===== config.mk =====
export PLATFORM = sky130hd
export DESIGN_NAME = fetch_unit
export DESIGN_NICKNAME = d
export VERILOG_FILES = /design/src/rtl/fetch_unit.sv
export SDC_FILE = /design/constraint.sdc
export NUM_CORES = 1
export LEC_CHECK = 0
export BUFFER_PORTS_ARGS = -buffer_cell sky130_fd_sc_hd__buf_4
export CAP_MARGIN = 30
export CELL_PAD_IN_SITES_DETAIL_PLACEMENT = 2
export CELL_PAD_IN_SITES_GLOBAL_PLACEMENT = 2
export CORE_MARGIN = 2
export CORE_UTILIZATION = 38
export CTS_BUF_LIST = sky130_fd_sc_hd__clkbuf_2 sky130_fd_sc_hd__clkbuf_4 sky130_fd_sc_hd__clkbuf_8
export CTS_CLUSTER_DIAMETER = 50
export DETAILED_ROUTE_END_ITERATION = 12
export PLACE_DENSITY_LB_ADDON = 0.1
export SLEW_MARGIN = 20
export SYNTH_ARGS = -nofsm -noshare
export SYNTH_HDL_FRONTEND = slang
export SYNTH_SLANG_ARGS = --single-unit

===== constraint.sdc =====
create_clock -name clk -period 5.45 [get_ports clk]
set_input_delay 0.2725 -clock clk [delete_from_list [all_inputs] [get_ports clk]]
set_output_delay 0.2725 -clock clk [all_outputs]
set_load 0.005 [all_outputs]

===== src/rtl/fetch_unit.sv =====
`default_nettype none
// fetch_unit - RV32 instruction fetch: credit-limited word requests, in-order response buffer, redirect flush.
// Optional build macro FETCH_MISALIGN_CHECK_EN reports bit-1-misaligned redirect targets as fetch faults. Rev 1.0
module fetch_unit #(
   parameter logic [31:0] BOOT_ADDR  = 32'h0000_0000,
   parameter int          FIFO_DEPTH = 2
) (
   input  logic        clk,
   input  logic        reset,
   input  logic        next_ready_i,
   output logic        self_valid_o,
   output logic [31:0] instr_o,
   output logic [31:0] pc_o,
   output logic        fetch_err_o,
   input  logic        redirect_i,
   input  logic [31:0] redirect_pc_i,
   output logic        imem_req_o,
   output logic [31:0] imem_addr_o,
   input  logic        imem_gnt_i,
   input  logic        imem_rvalid_i,
   input  logic [31:0] imem_rdata_i,
   input  logic        imem_err_i
);
   localparam int             PTR_W   = $clog2(FIFO_DEPTH);
   localparam int             CNT_W   = $clog2(FIFO_DEPTH + 1);
   localparam logic [CNT_W:0] DEPTH_W = (CNT_W + 1)'(FIFO_DEPTH);

   typedef enum logic [1:0] {
      ST_BOOT     = 2'd0,
      ST_RUN      = 2'd1,
      ST_ERR_HOLD = 2'd2
   } state_t;

   state_t            r_state;
   state_t            w_state_nxt;

   logic [31:0]       r_fpc;
   logic [CNT_W-1:0]  r_outstanding;
   logic [CNT_W-1:0]  r_discard;

   logic [31:0]       r_pcq [FIFO_DEPTH];
   logic [PTR_W-1:0]  r_pcq_rd;
   logic [PTR_W-1:0]  r_pcq_wr;

   logic [31:0]       r_buf_instr [FIFO_DEPTH];
   logic [31:0]       r_buf_pc    [FIFO_DEPTH];
   logic              r_buf_err   [FIFO_DEPTH];
   logic [PTR_W-1:0]  r_buf_rd;
   logic [PTR_W-1:0]  r_buf_wr;
   logic [CNT_W-1:0]  r_buf_cnt;

   logic [CNT_W:0]    w_credit_used;
   logic              w_req;
   logic              w_grant;
   logic              w_rsp;
   logic              w_drop;
   logic              w_push_rsp;
   logic              w_pop;
   logic              w_misalign;
   logic [31:0]       w_redirect_pc_al;
   logic [31:0]       w_push_data;
   logic [CNT_W-1:0]  w_out_nxt;

   function automatic logic [PTR_W-1:0] ptr_inc(input logic [PTR_W-1:0] p);
      if (p == PTR_W'(FIFO_DEPTH - 1)) begin
         return '0;
      end
      return p + PTR_W'(1);
   endfunction

   // The slot being popped this cycle counts as free, so a depth-2 buffer sustains one word per cycle.
   assign w_pop         = (r_buf_cnt != '0) && next_ready_i;
   assign w_credit_used = {1'b0, r_outstanding} + {1'b0, r_buf_cnt} - (CNT_W + 1)'(w_pop);
   assign w_req         = (r_state == ST_RUN) && (w_credit_used < DEPTH_W);
   assign w_grant       = w_req && imem_gnt_i;

   // A response with nothing outstanding (e.g. one arriving after reset) is ignored entirely.
   assign w_rsp         = imem_rvalid_i && (r_outstanding != '0);
   assign w_drop        = w_rsp && ((r_discard != '0) || redirect_i);
   assign w_push_rsp    = w_rsp && !w_drop;
   assign w_push_data   = imem_err_i ? 32'h0 : imem_rdata_i;
   assign w_out_nxt     = r_outstanding + CNT_W'(w_grant) - CNT_W'(w_rsp);

   assign w_redirect_pc_al = redirect_pc_i & 32'hFFFF_FFFC;
`ifdef FETCH_MISALIGN_CHECK_EN
   assign w_misalign = redirect_i && redirect_pc_i[1];
`else
   assign w_misalign = 1'b0;
`endif

   always_ff @(posedge clk or posedge reset) begin
      if (reset) begin
         r_state <= ST_BOOT;
      end else begin
         r_state <= w_state_nxt;
      end
   end

   always_comb begin
      w_state_nxt = r_state;
      case (r_state)
         ST_BOOT:     w_state_nxt = ST_RUN;
         ST_RUN:      if (w_push_rsp && imem_err_i) w_state_nxt = ST_ERR_HOLD;
         ST_ERR_HOLD: w_state_nxt = ST_ERR_HOLD;
         default:     w_state_nxt = ST_BOOT;
      endcase
      if (redirect_i) begin
         w_state_nxt = w_misalign ? ST_ERR_HOLD : ST_RUN;
      end
   end

   // A response consumed in the redirect cycle itself is already retired, hence w_out_nxt for the discard load.
   always_ff @(posedge clk or posedge reset) begin
      if (reset) begin
         r_fpc         <= BOOT_ADDR & 32'hFFFF_FFFC;
         r_outstanding <= '0;
         r_discard     <= '0;
      end else begin
         r_outstanding <= w_out_nxt;
         if (redirect_i) begin
            r_fpc     <= w_redirect_pc_al;
            r_discard <= w_out_nxt;
         end else begin
            if (w_grant) begin
               r_fpc <= r_fpc + 32'd4;
            end
            if (w_rsp && (r_discard != '0)) begin
               r_discard <= r_discard - CNT_W'(1);
            end
         end
      end
   end

   // Addresses of live requests only; stale ones are covered by the discard count.
   always_ff @(posedge clk or posedge reset) begin
      if (reset) begin
         r_pcq_rd <= '0;
         r_pcq_wr <= '0;
      end else if (redirect_i) begin
         r_pcq_rd <= '0;
         r_pcq_wr <= '0;
      end else begin
         if (w_grant) begin
            r_pcq_wr <= ptr_inc(r_pcq_wr);
         end
         if (w_push_rsp) begin
            r_pcq_rd <= ptr_inc(r_pcq_rd);
         end
      end
   end

   always_ff @(posedge clk) begin
      if (w_grant && !redirect_i) begin
         r_pcq[r_pcq_wr] <= r_fpc;
      end
   end

   always_ff @(posedge clk or posedge reset) begin
      if (reset) begin
         r_buf_rd  <= '0;
         r_buf_wr  <= '0;
         r_buf_cnt <= '0;
         for (int i = 0; i < FIFO_DEPTH; i++) begin
            r_buf_instr[i] <= 32'h0;
            r_buf_pc[i]    <= 32'h0;
            r_buf_err[i]   <= 1'b0;
         end
      end else if (redirect_i) begin
         r_buf_rd <= '0;
         if (w_misalign) begin
            r_buf_instr[0] <= 32'h0;
            r_buf_pc[0]    <= redirect_pc_i;
            r_buf_err[0]   <= 1'b1;
            r_buf_wr       <= PTR_W'(1);
            r_buf_cnt      <= CNT_W'(1);
         end else begin
            r_buf_wr  <= '0;
            r_buf_cnt <= '0;
         end
      end else begin
         if (w_push_rsp) begin
            r_buf_instr[r_buf_wr] <= w_push_data;
            r_buf_pc[r_buf_wr]    <= r_pcq[r_pcq_rd];
            r_buf_err[r_buf_wr]   <= imem_err_i;
            r_buf_wr              <= ptr_inc(r_buf_wr);
         end
         if (w_pop) begin
            r_buf_rd <= ptr_inc(r_buf_rd);
         end
         r_buf_cnt <= r_buf_cnt + CNT_W'(w_push_rsp) - CNT_W'(w_pop);
      end
   end

   assign imem_req_o   = w_req;
   assign imem_addr_o  = r_fpc;
   assign self_valid_o = (r_buf_cnt != '0);
   assign instr_o      = r_buf_instr[r_buf_rd];
   assign pc_o         = r_buf_pc[r_buf_rd];
   assign fetch_err_o  = r_buf_err[r_buf_rd];

endmodule
`default_nettype wire

* After elaboration in Yosys (flattened, before gate mapping)
Memory sizes are Yosys's and may differ from the RTL's.
Cells that the tools add are included.
** Word-level totals
- Register bits :: 174
- RAM bits :: 64
- Input port bits :: 71
- Output and inout port bits :: 99
- Word-level logic and storage cells :: 115
- Memories kept :: 1
** Memory list
- r_pcq :: depth 2, width 32, read ports 1, clocked after Yosys merged registers in 0, write ports 1, line 41 : logic [31:0] r_pcq [FIFO_DEPTH];
** Operators by class
- $add $sub $neg :: 12
- Magnitude comparators :: 4
- Equality and inequality tests :: 3
- Mux-type cells :: 55
- Bitwise logic cells :: 3
- Reduce and logical (&&, ||, !) cells :: 22
** Operators with widths (number)
- 32-bit two-way mux :: 10
- 64-bit bitwise mux :: 2
- 1-bit two-way mux :: 34
- 32-bit by 3-bit adder with 32-bit output, second input constant :: 1
- 32-bit demux with 1-bit select :: 1
- 2-bit nonzero test :: 7
- 1-bit logical AND :: 10
- 2-bit two-way mux :: 5
- 2-bit case mux with 3 select lines :: 1
- 1-bit adder, second input constant :: 4
- 2-bit by 1-bit adder with 2-bit output :: 2
- 2-bit >= comparator, second input constant :: 2
- 1-bit NOT with 2-bit output :: 2
- 2-bit by 1-bit subtractor with 2-bit output :: 2
- 2-bit by 2-bit adder with 3-bit output :: 1
- 3-bit by 2-bit < comparator with 1-bit output, second input constant :: 1
- 3-bit by 2-bit inequality test with 1-bit output, second input constant :: 1
- 3-bit by 1-bit subtractor with 3-bit output :: 1
- 2-bit bitwise mux :: 1
- 2-bit by 1-bit == test with 1-bit output, second input constant :: 1
- 2-bit == test, second input constant :: 1
- 1-bit logical NOT :: 2
- 2-bit logical NOT :: 1
- 2-bit by 1-bit < comparator with 1-bit output, second input constant :: 1
- 5 further kinds :: 5

* Longest topological paths before layout
Gate-level depths: netlist of the first run.
- Word-level depth :: 11
- Depth in mapped cells :: 13
- Depth with buffers taken out :: 13

* Least setup slack after synthesis of the first run
OpenSTA, ideal clock, no wires.
- Kind :: register to register
- Start :: register r_outstanding[1]
- End :: memory r_pcq[0][10], enable pin
- Setup time :: 455 ps
- Arrival time :: 3884 ps
- Data required time :: 4995 ps
- Setup slack :: 1111 ps
- Cell stages (with the launch flop) :: 8
- Buffers on the path :: 0
- Period minus slack after synthesis :: 4339 ps
- Path through :: dfrtp_1 -> inv_1 -> ha_1 -> fa_1 -> xnor2_1 -> nor2_1 -> inv_1 -> nor3_1
** Between the ends
- Longest elaborated chain between the ends :: 8
** RTL lines
- start: declaration :: line 38 : logic [CNT_W-1:0] r_outstanding;
- start signal: assignment :: line 119 : r_outstanding <= w_out_nxt;
- 2-bit by 2-bit adder with 3-bit output :: line 73 : assign w_credit_used = {1'b0, r_outstanding} + {1'b0, r_buf_cnt} - (CNT_W + 1)'(w_pop);
- 3-bit by 1-bit subtractor with 3-bit output :: line 73
- 3-bit by 2-bit < comparator with 1-bit output :: line 74 : assign w_req = (r_state == ST_RUN) && (w_credit_used < DEPTH_W);
- 1-bit logical AND :: line 74
- 1-bit logical AND :: line 75 : assign w_grant = w_req && imem_gnt_i;
- 1-bit logical AND :: line 153 : if (w_grant && !redirect_i) begin
- 1-bit two-way mux :: line 153
- 1-bit two-way mux (implied by the code) :: line 154 : r_pcq[r_pcq_wr] <= r_fpc;
- end: declaration :: line 41
Every way passes these cells.

* Worst setup path in the final report of the first run
- Start :: register r_outstanding[1]
- End :: register r_fpc[28], in the netlist imem_addr_o[28]
** Between the ends
- Longest elaborated chain between the ends :: 6
** RTL lines
- 2-bit by 2-bit adder with 3-bit output :: line 73
- 3-bit by 1-bit subtractor with 3-bit output :: line 73
- 3-bit by 2-bit < comparator with 1-bit output :: line 74
- 1-bit logical AND :: line 74
- 1-bit logical AND :: line 75
- 2-bit nonzero test (no line)
- end signal: assignment :: line 115 : r_fpc <= BOOT_ADDR & 32'hFFFF_FFFC;
- end signal: assignment :: line 121 : r_fpc <= w_redirect_pc_al;
- end signal: assignment :: line 125 : r_fpc <= r_fpc + 32'd4;
- end: declaration :: line 37 : logic [31:0] r_fpc;
Every way passes these cells.
A chain may end at the register's enable or synchronous reset.

==> results of run 1 <==
## stage by stage
| step | instances | total power [W] | util |
|---|---|---|---|
| floorplan | 911 | 0.00371 | - |
| global placement | 1361 | 0.00457 | 0.446 |
| detailed placement | 1361 | 0.00469 | 0.446 |
| CTS | 1477 | 0.00649 | 0.495 |
| global route | 1477 | 0.00685 | 0.495 |
| finish | 1477 | 0.00639 | 0.495 |
## state kept, by name (all words and copies together) (netlist names)
| register | count |
|---|---|
| r_buf_cnt | 2 |
| r_pcq | 60 |
| r_buf_rd | 1 |
| r_state | 2 |
| r_buf_pc | 60 |
| imem_addr_o | 30 |
| r_buf_err | 2 |
| r_outstanding | 2 |
| r_pcq_rd | 1 |
| r_pcq_wr | 1 |
| r_discard | 2 |
| r_buf_instr | 64 |
| r_buf_wr | 1 |
## cell type report
class / instances / area [um^2]
well taps: 335 / 419
clock inverters: 11 / 106
flip-flops and latches: 228 / 6010
fillers: 2631 / 13200
repair buffers: 216 / 1730
multi-input cells: 575 / 3780
clock buffers: 62 / 753
inverters: 50 / 193
## worst min path at each step
stage,start,end,slack [ns],depth (start not counted)
global placement,reset,imem_addr_o[27],0.39,2
finish,imem_rdata_i[24],r_buf_instr[24],0.03,3
global route,imem_rdata_i[30],r_buf_instr[30],0.01,3
CTS,imem_rdata_i[24],r_buf_instr[24],0.003,3
detailed placement,reset,imem_addr_o[27],0.39,2
floorplan,redirect_pc_i[21],imem_addr_o[21],0.39,2
## cells by family after synthesis
group                      synth area share
AOI/OAI and AO/OA                    0.0862
xor gates and xnor gates             0.0146
adders and majority gates            0.0130
buffers and inverters                0.0421
DFF                                   0.590
muxes                                 0.134
other                              0.000368
and+or+nand+nor                       0.120
## cell usage after synthesis (3+ instances only)
library cell  instances
mux2i_1              64
o211ai_1              5
xor2_1                5
o311ai_0              3
buf_4                 4
xnor2_1              12
dfrtp_1             168
mux2_2               64
nor2b_1               8
nor3_1                5
or4_1                14
o21ai_0              80
nor4_1                3
or2_2                 4
and3_1                3
ha_1                  9
clkbuf_1             46
or3_1                 6
buf_1                 6
nand3_1              15
nand2_1             117
o31ai_1              11
and4_1                6
edfxtp_1             60
inv_1                48
and2_1                3
a21oi_1              30
nand4_1              14
a22oi_1               4
nor2_1               58
a31oi_1              13
## worst max-delay path, stage by stage, from the launching register on
cell      delay (ns)
dfrtp_1         0.43
inv_1           0.07
ha_1            0.31
fa_1            0.47
xor2_1          0.32
nand4_1         0.68
or4_1           0.73
o211ai_1        0.19
## cells in the final DEF, fill, tap and decap left out, types with 12 or more instances in the layout
cell type,Yosys,final
nor2_1,58,58
mux2_2,64,64
edfxtp_1,60,60
inv_1,48,47
xnor2_1,12,12
a31oi_1,13,13
or4_1,14,13
nand4_1,14,14
nand2_1,117,117
clkbuf_4,0,16
dfrtp_1,168,166
nand3_1,15,15
dlygate4sd3_1,0,43
o21ai_0,80,80
mux2i_1,64,64
buf_4,4,173
a21oi_1,30,30
clkbuf_8,0,46
## layer usage
layer	share of wire	wire, um
met1	0.45	13300
met2	0.49	14600
met3	0.041	1220
met4	0.017	518
met5	0	0
## power groups by stage
stage          logic [W]  registers [W]  clock network (W)
2_1_floorplan    0.00118        0.00253                  0
3_3_place_gp     0.00189        0.00267                  0
3_5_place_dp     0.00197        0.00272                  0
4_1_cts          0.00205        0.00269            0.00176
5_1_grt          0.00225        0.00277            0.00183
6_report         0.00201        0.00269            0.00169
==> impl_metrics.yaml, run 1 <==
outcome:
  status: "finished, final reports clean"
global_routing:
  antenna_found_initial: 0
  grt-ovfl-total: 0
  grt_busiest_layer: "met2"
  grt_use_met1: 0.290
  grtUsageMet3: 0.0343
  grt_max_degree: 77
  grt_util_all_layers: 0.218
  grt_pass1_wl_um: 48400
  use_met2: 0.370
  grt_pass1_vias: 8656
clock_tree:
  htree_levels: 2
  cts_tree: "built"
  ctsResizeCount: 0
  ctsHoldBuffers: 43
  cts.sinks: 228
  root_buffer: "clkbuf_8"
  clkTransAtPathRegs_ns: 0.06
  cts_made_buffers: 42
  postCtsSetupRepairBufs: 0
  clock_latency_ns: 0.54
  clock_path_buffers: 3
setup_path:
  timing_worst_setup_path_type: "reg2reg"
  startpoint: "r_outstanding[1]"
  reg2reg_to: "imem_addr_o[28]"
  cp-endpoint: "imem_addr_o[28]"
  cp-end-kind: "register"
  startpoint_type: "register"
  cp_data_required_time_ns: 5.90
  critPathArrivalTime_ns: 3.75
  timing.rr.start: "r_outstanding[1]"
  cp_max_fo: 18
  rr_worst_depth: 7
  r2r_slack_ns: 2.15
sta:
  hold_viol: 0
  slew_violations: 0
  clock.fmax_mhz: 303
  period_needed_ns: 3.30
  fin_ws_ns: 2.15
  fin_setup_tns_ns: 0
  finalSetupViolCount: 0
  whs_ns: 0.0326
  relSlewSlack: 0.356
  min_period_over_period: 0.605
  rsz0062_at_grt: "no"
  skew_ns: 0.0188
  max_slew.worst_pin.slew_ns: 0.966
yosys:
  synth_cells: 908
  yosysSeqAreaShare: 0.590
  syn_area_per_cell_um2: 11.2
  synth_edf_count: 60
  netlist.area_leader.share: 0.413
  synth_area_leaders: "dfrtp_1 41%, edfxtp_1 18%, mux2_2 7.1%"
  synth_ff_type: "dfrtp_1"
  ys_ff_latch: 228
  syn_area_mm2: 0.0102
  yosysTopAreaCell: "dfrtp_1"
  synth.distinct_cells: 46
  async_flop_share: 0.737
  synth_warnings: 0
power_and_ir_drop:
  p_leak_nw: 5.65
  p_int_w: 0.00433
  p_sw_w: 0.00206
  p_clk_frac: 0.265
  seqPwrFrac: 0.421
  vdd_drop_max_v: 0.000185
  swShare: 0.322
  powerDensity_mw_per_mm2: 492
  p_comb_frac: 0.315
place:
  dp_hpwl_um: 18300
  place_area_mm2: 0.0117
  dp_slack_ns: 2.18
  gp_congestion: 0.760
  portBuffers: 163
final_layout:
  nets: 1194
  drive_gt1_frac: 0.278
  syn_to_final_growth_pct: 27.5
  post-route-cell-area_mm2: 0.0130
  antenna-diode-count: 0
min_path:
  hold_class: "in2reg"
floorplanning:
  dieArea_mm2: 0.0281
  die_h_um: 168
  start_util: 0.389
  rows: 59
  die_w_um: 168
  pin_count: 170
  coreArea_mm2: 0.0262
run:
  drv_cap: 0
drt:
  via_per_inst: 5.22
  wl_um: 29700
  drt_iter0_drc: 325
  ant_nets: 0
  drc_errors: 0
  num_vias: 7710
  dr.pass1.iters: 4
  wire_per_inst_um: 20.1
Power figures use the tool's default switching activity.
==> run 2, diff against run 1 <==
--- a/config.mk
+++ b/config.mk
@@ -10,7 +10,7 @@
 export CELL_PAD_IN_SITES_DETAIL_PLACEMENT = 2
 export CELL_PAD_IN_SITES_GLOBAL_PLACEMENT = 2
 export CORE_MARGIN = 2
-export CORE_UTILIZATION = 38
+export CORE_UTILIZATION = 34
 export CTS_BUF_LIST = sky130_fd_sc_hd__clkbuf_2 sky130_fd_sc_hd__clkbuf_4 sky130_fd_sc_hd__clkbuf_8
 export CTS_CLUSTER_DIAMETER = 50
 export DETAILED_ROUTE_END_ITERATION = 12
==> constraint.sdc (replaced) <==
create_clock -name clk -period 2.8 [get_ports clk]
set_input_delay 0.14 -clock clk [delete_from_list [all_inputs] [get_ports clk]]
set_output_delay 0.14 -clock clk [all_outputs]
set_load 0.005 [all_outputs]
==> impl_metrics.yaml, run 2 (synthesis results as in run 1) <==
outcome:
  status: "finished, final reports clean"
sta:
  hold_viol: 0
  rsz0062_at_grt: "yes"
  finalSetupViolCount: 0
  clock.fmax_mhz: 366
  fin_setup_tns_ns: 0
  max_slew.worst_pin.slew_ns: 0.679
  min_period_over_period: 0.977
  slew_violations: 0
  relSlewSlack: 0.546
  skew_ns: 0.0191
  period_needed_ns: 2.74
floorplanning:
  dieArea_mm2: 0.0314
  die_w_um: 177
  die_h_um: 177
  rows: 63
  start_util: 0.345
  pin_count: 170
  coreArea_mm2: 0.0296
final_layout:
  drive_gt1_frac: 0.301
  regMostFlops: "r_buf_instr"
  antenna-diode-count: 0
  fin_util: 0.467
  layout_commonest_cell: "buf_4"
  post-route-cell-area_mm2: 0.0138
  largest_reg_flops: 64
  top_regs: "r_buf_instr: 64 flops, r_buf_pc: 60 flops, r_pcq: 60 flops"
  final_cell_mix: "189 x buf_4, 167 x dfrtp_1, 117 x nand2_1"
  syn_to_final_growth_pct: 35.4
  nets: 1246
global_routing:
  grt_max_degree: 60
  grt_pass1_vias: 8850
  grt-ovfl-total: 0
  grt_util_all_layers: 0.195
  grt_pass1_wl_um: 48500
  antenna_found_initial: 0
power_and_ir_drop:
  vdd_drop_max_v: 0.000336
  powerDensity_mw_per_mm2: 947
  p_leak_nw: 5.96
  p_total_w: 0.0131
  seqPwrFrac: 0.392
  swShare: 0.317
  p_int_w: 0.00892
  p_clk_frac: 0.269
  p_comb_frac: 0.340
  p_sw_w: 0.00415
setup_path:
  critPathArrivalTime_ns: 3.16
  r2r_slack_ns: 0.06
  cp-end-kind: "register"
  cp_max_fo: 4
  startpoint_type: "register"
  cp_data_required_time_ns: 3.23
  timing_worst_setup_path_type: "reg2reg"
clock_tree:
  cts.sinks: 228
  cts_tree: "built"
  root_buffer: "clkbuf_8"
  clock_path_buffers: 3
  clock_latency_ns: 0.54
  htree_levels: 2
  clkTransAtPathRegs_ns: 0.06
  cts_made_buffers: 43
drt:
  num_vias: 7878
  wl_met2_um: 15000
  highest_layer: "met4"
  via_per_inst: 4.96
  drt_iter0_drc: 306
  wire_per_inst_um: 19.1
  ant_nets: 0
  drc_errors: 0
  met3_length_um: 1220
  dr.pass1.iters: 4
  wl_met1_um: 13700
  wl_um: 30300
place:
  gp_congestion: 0.790
  place_area_mm2: 0.0121
  dp_hpwl_um: 19300
  portBuffers: 163
run:
  drv_cap: 0
min_path:
  hold_class: "in2reg"
-- run 2: cell count changes in the layout (fill, tap and decap cells not counted), moves of 3 or more --
cell	before	now
dlygate4sd3_1	43	65
buf_12	0	12
buf_4	173	189
clkinv_1	5	8
-- run 2: power by group through the flow --
stage          combinational, W  clock [W]  sequential (W)
2_1_floorplan           0.00237          0         0.00493
4_1_cts                 0.00436    0.00364         0.00513
3_5_place_dp            0.00422          0         0.00518
5_1_grt                 0.00493    0.00378         0.00527
3_3_place_gp            0.00409          0         0.00511
6_report                0.00444    0.00351         0.00512
-- run 2: critical path, cell delays in order (launching register included) --
cell and delay (ns):
dfrtp_1 0.40, inv_2 0.08, ha_4 0.20, fa_2 0.45, xnor2_4 0.17, buf_6 0.13, nor2_4 0.11, inv_2 0.06
ha_4 0.26, inv_1 0.04, ha_1 0.19, xnor2_1 0.21, xnor2_1 0.12, o21a_1 0.19
-- run 2: final cells by class --
type / count / area (um^2)
Clock buffer: 64 / 781
Clock inverter: 14 / 146
Fill cell: 2994 / 15800
Inverter: 50 / 191
Multi-Input combinational cell: 575 / 3860
Sequential cell: 228 / 6010
Tap cell: 390 / 488
Timing Repair Buffer: 267 / 2320
-- run 2: timing repair --
item	CTS	global route
buffers inserted	2	2
hold buffers	65	0
resized for setup	1	8
endpoints found under the setup margin	10	14
hold endpoints to repair	118	0
pin swaps	2	6
-- run 2: worst paths after layout --
check | start | endpoint | depth (start not counted)
setup / recovery | r_buf_cnt[1] | r_discard[1] | 13
hold / removal | next_ready_i | r_buf_rd | 4
setup reg to reg | r_buf_cnt[1] | r_discard[1] | 13
hold reg to reg | r_buf_pc[63] | r_buf_pc[63] | 2
max in group asynchronous | reset | r_buf_instr[15] | 4
min in group asynchronous | reset | imem_addr_o[27] | 3
-- run 2: per-layer routing --
metal | vias up | GRT usage
li1 | 3710 | -
met5 | - | 0
met2 | 161 | 0.334
met1 | 3973 | 0.258
met4 | 0 | 0.0458
met3 | 34 | 0.0322
-- run 2: per-stage QoR --
step	instances	hold WS, ns	setup WS (ns)
floorplan	911	0.260	0.00205
global placement	1441	0.241	-0.0354
detailed placement	1441	0.243	-0.0915
CTS	1586	0.0944	0.0129
global route	1588	0.114	-0.0565
finish	1588	0.118	0.0648
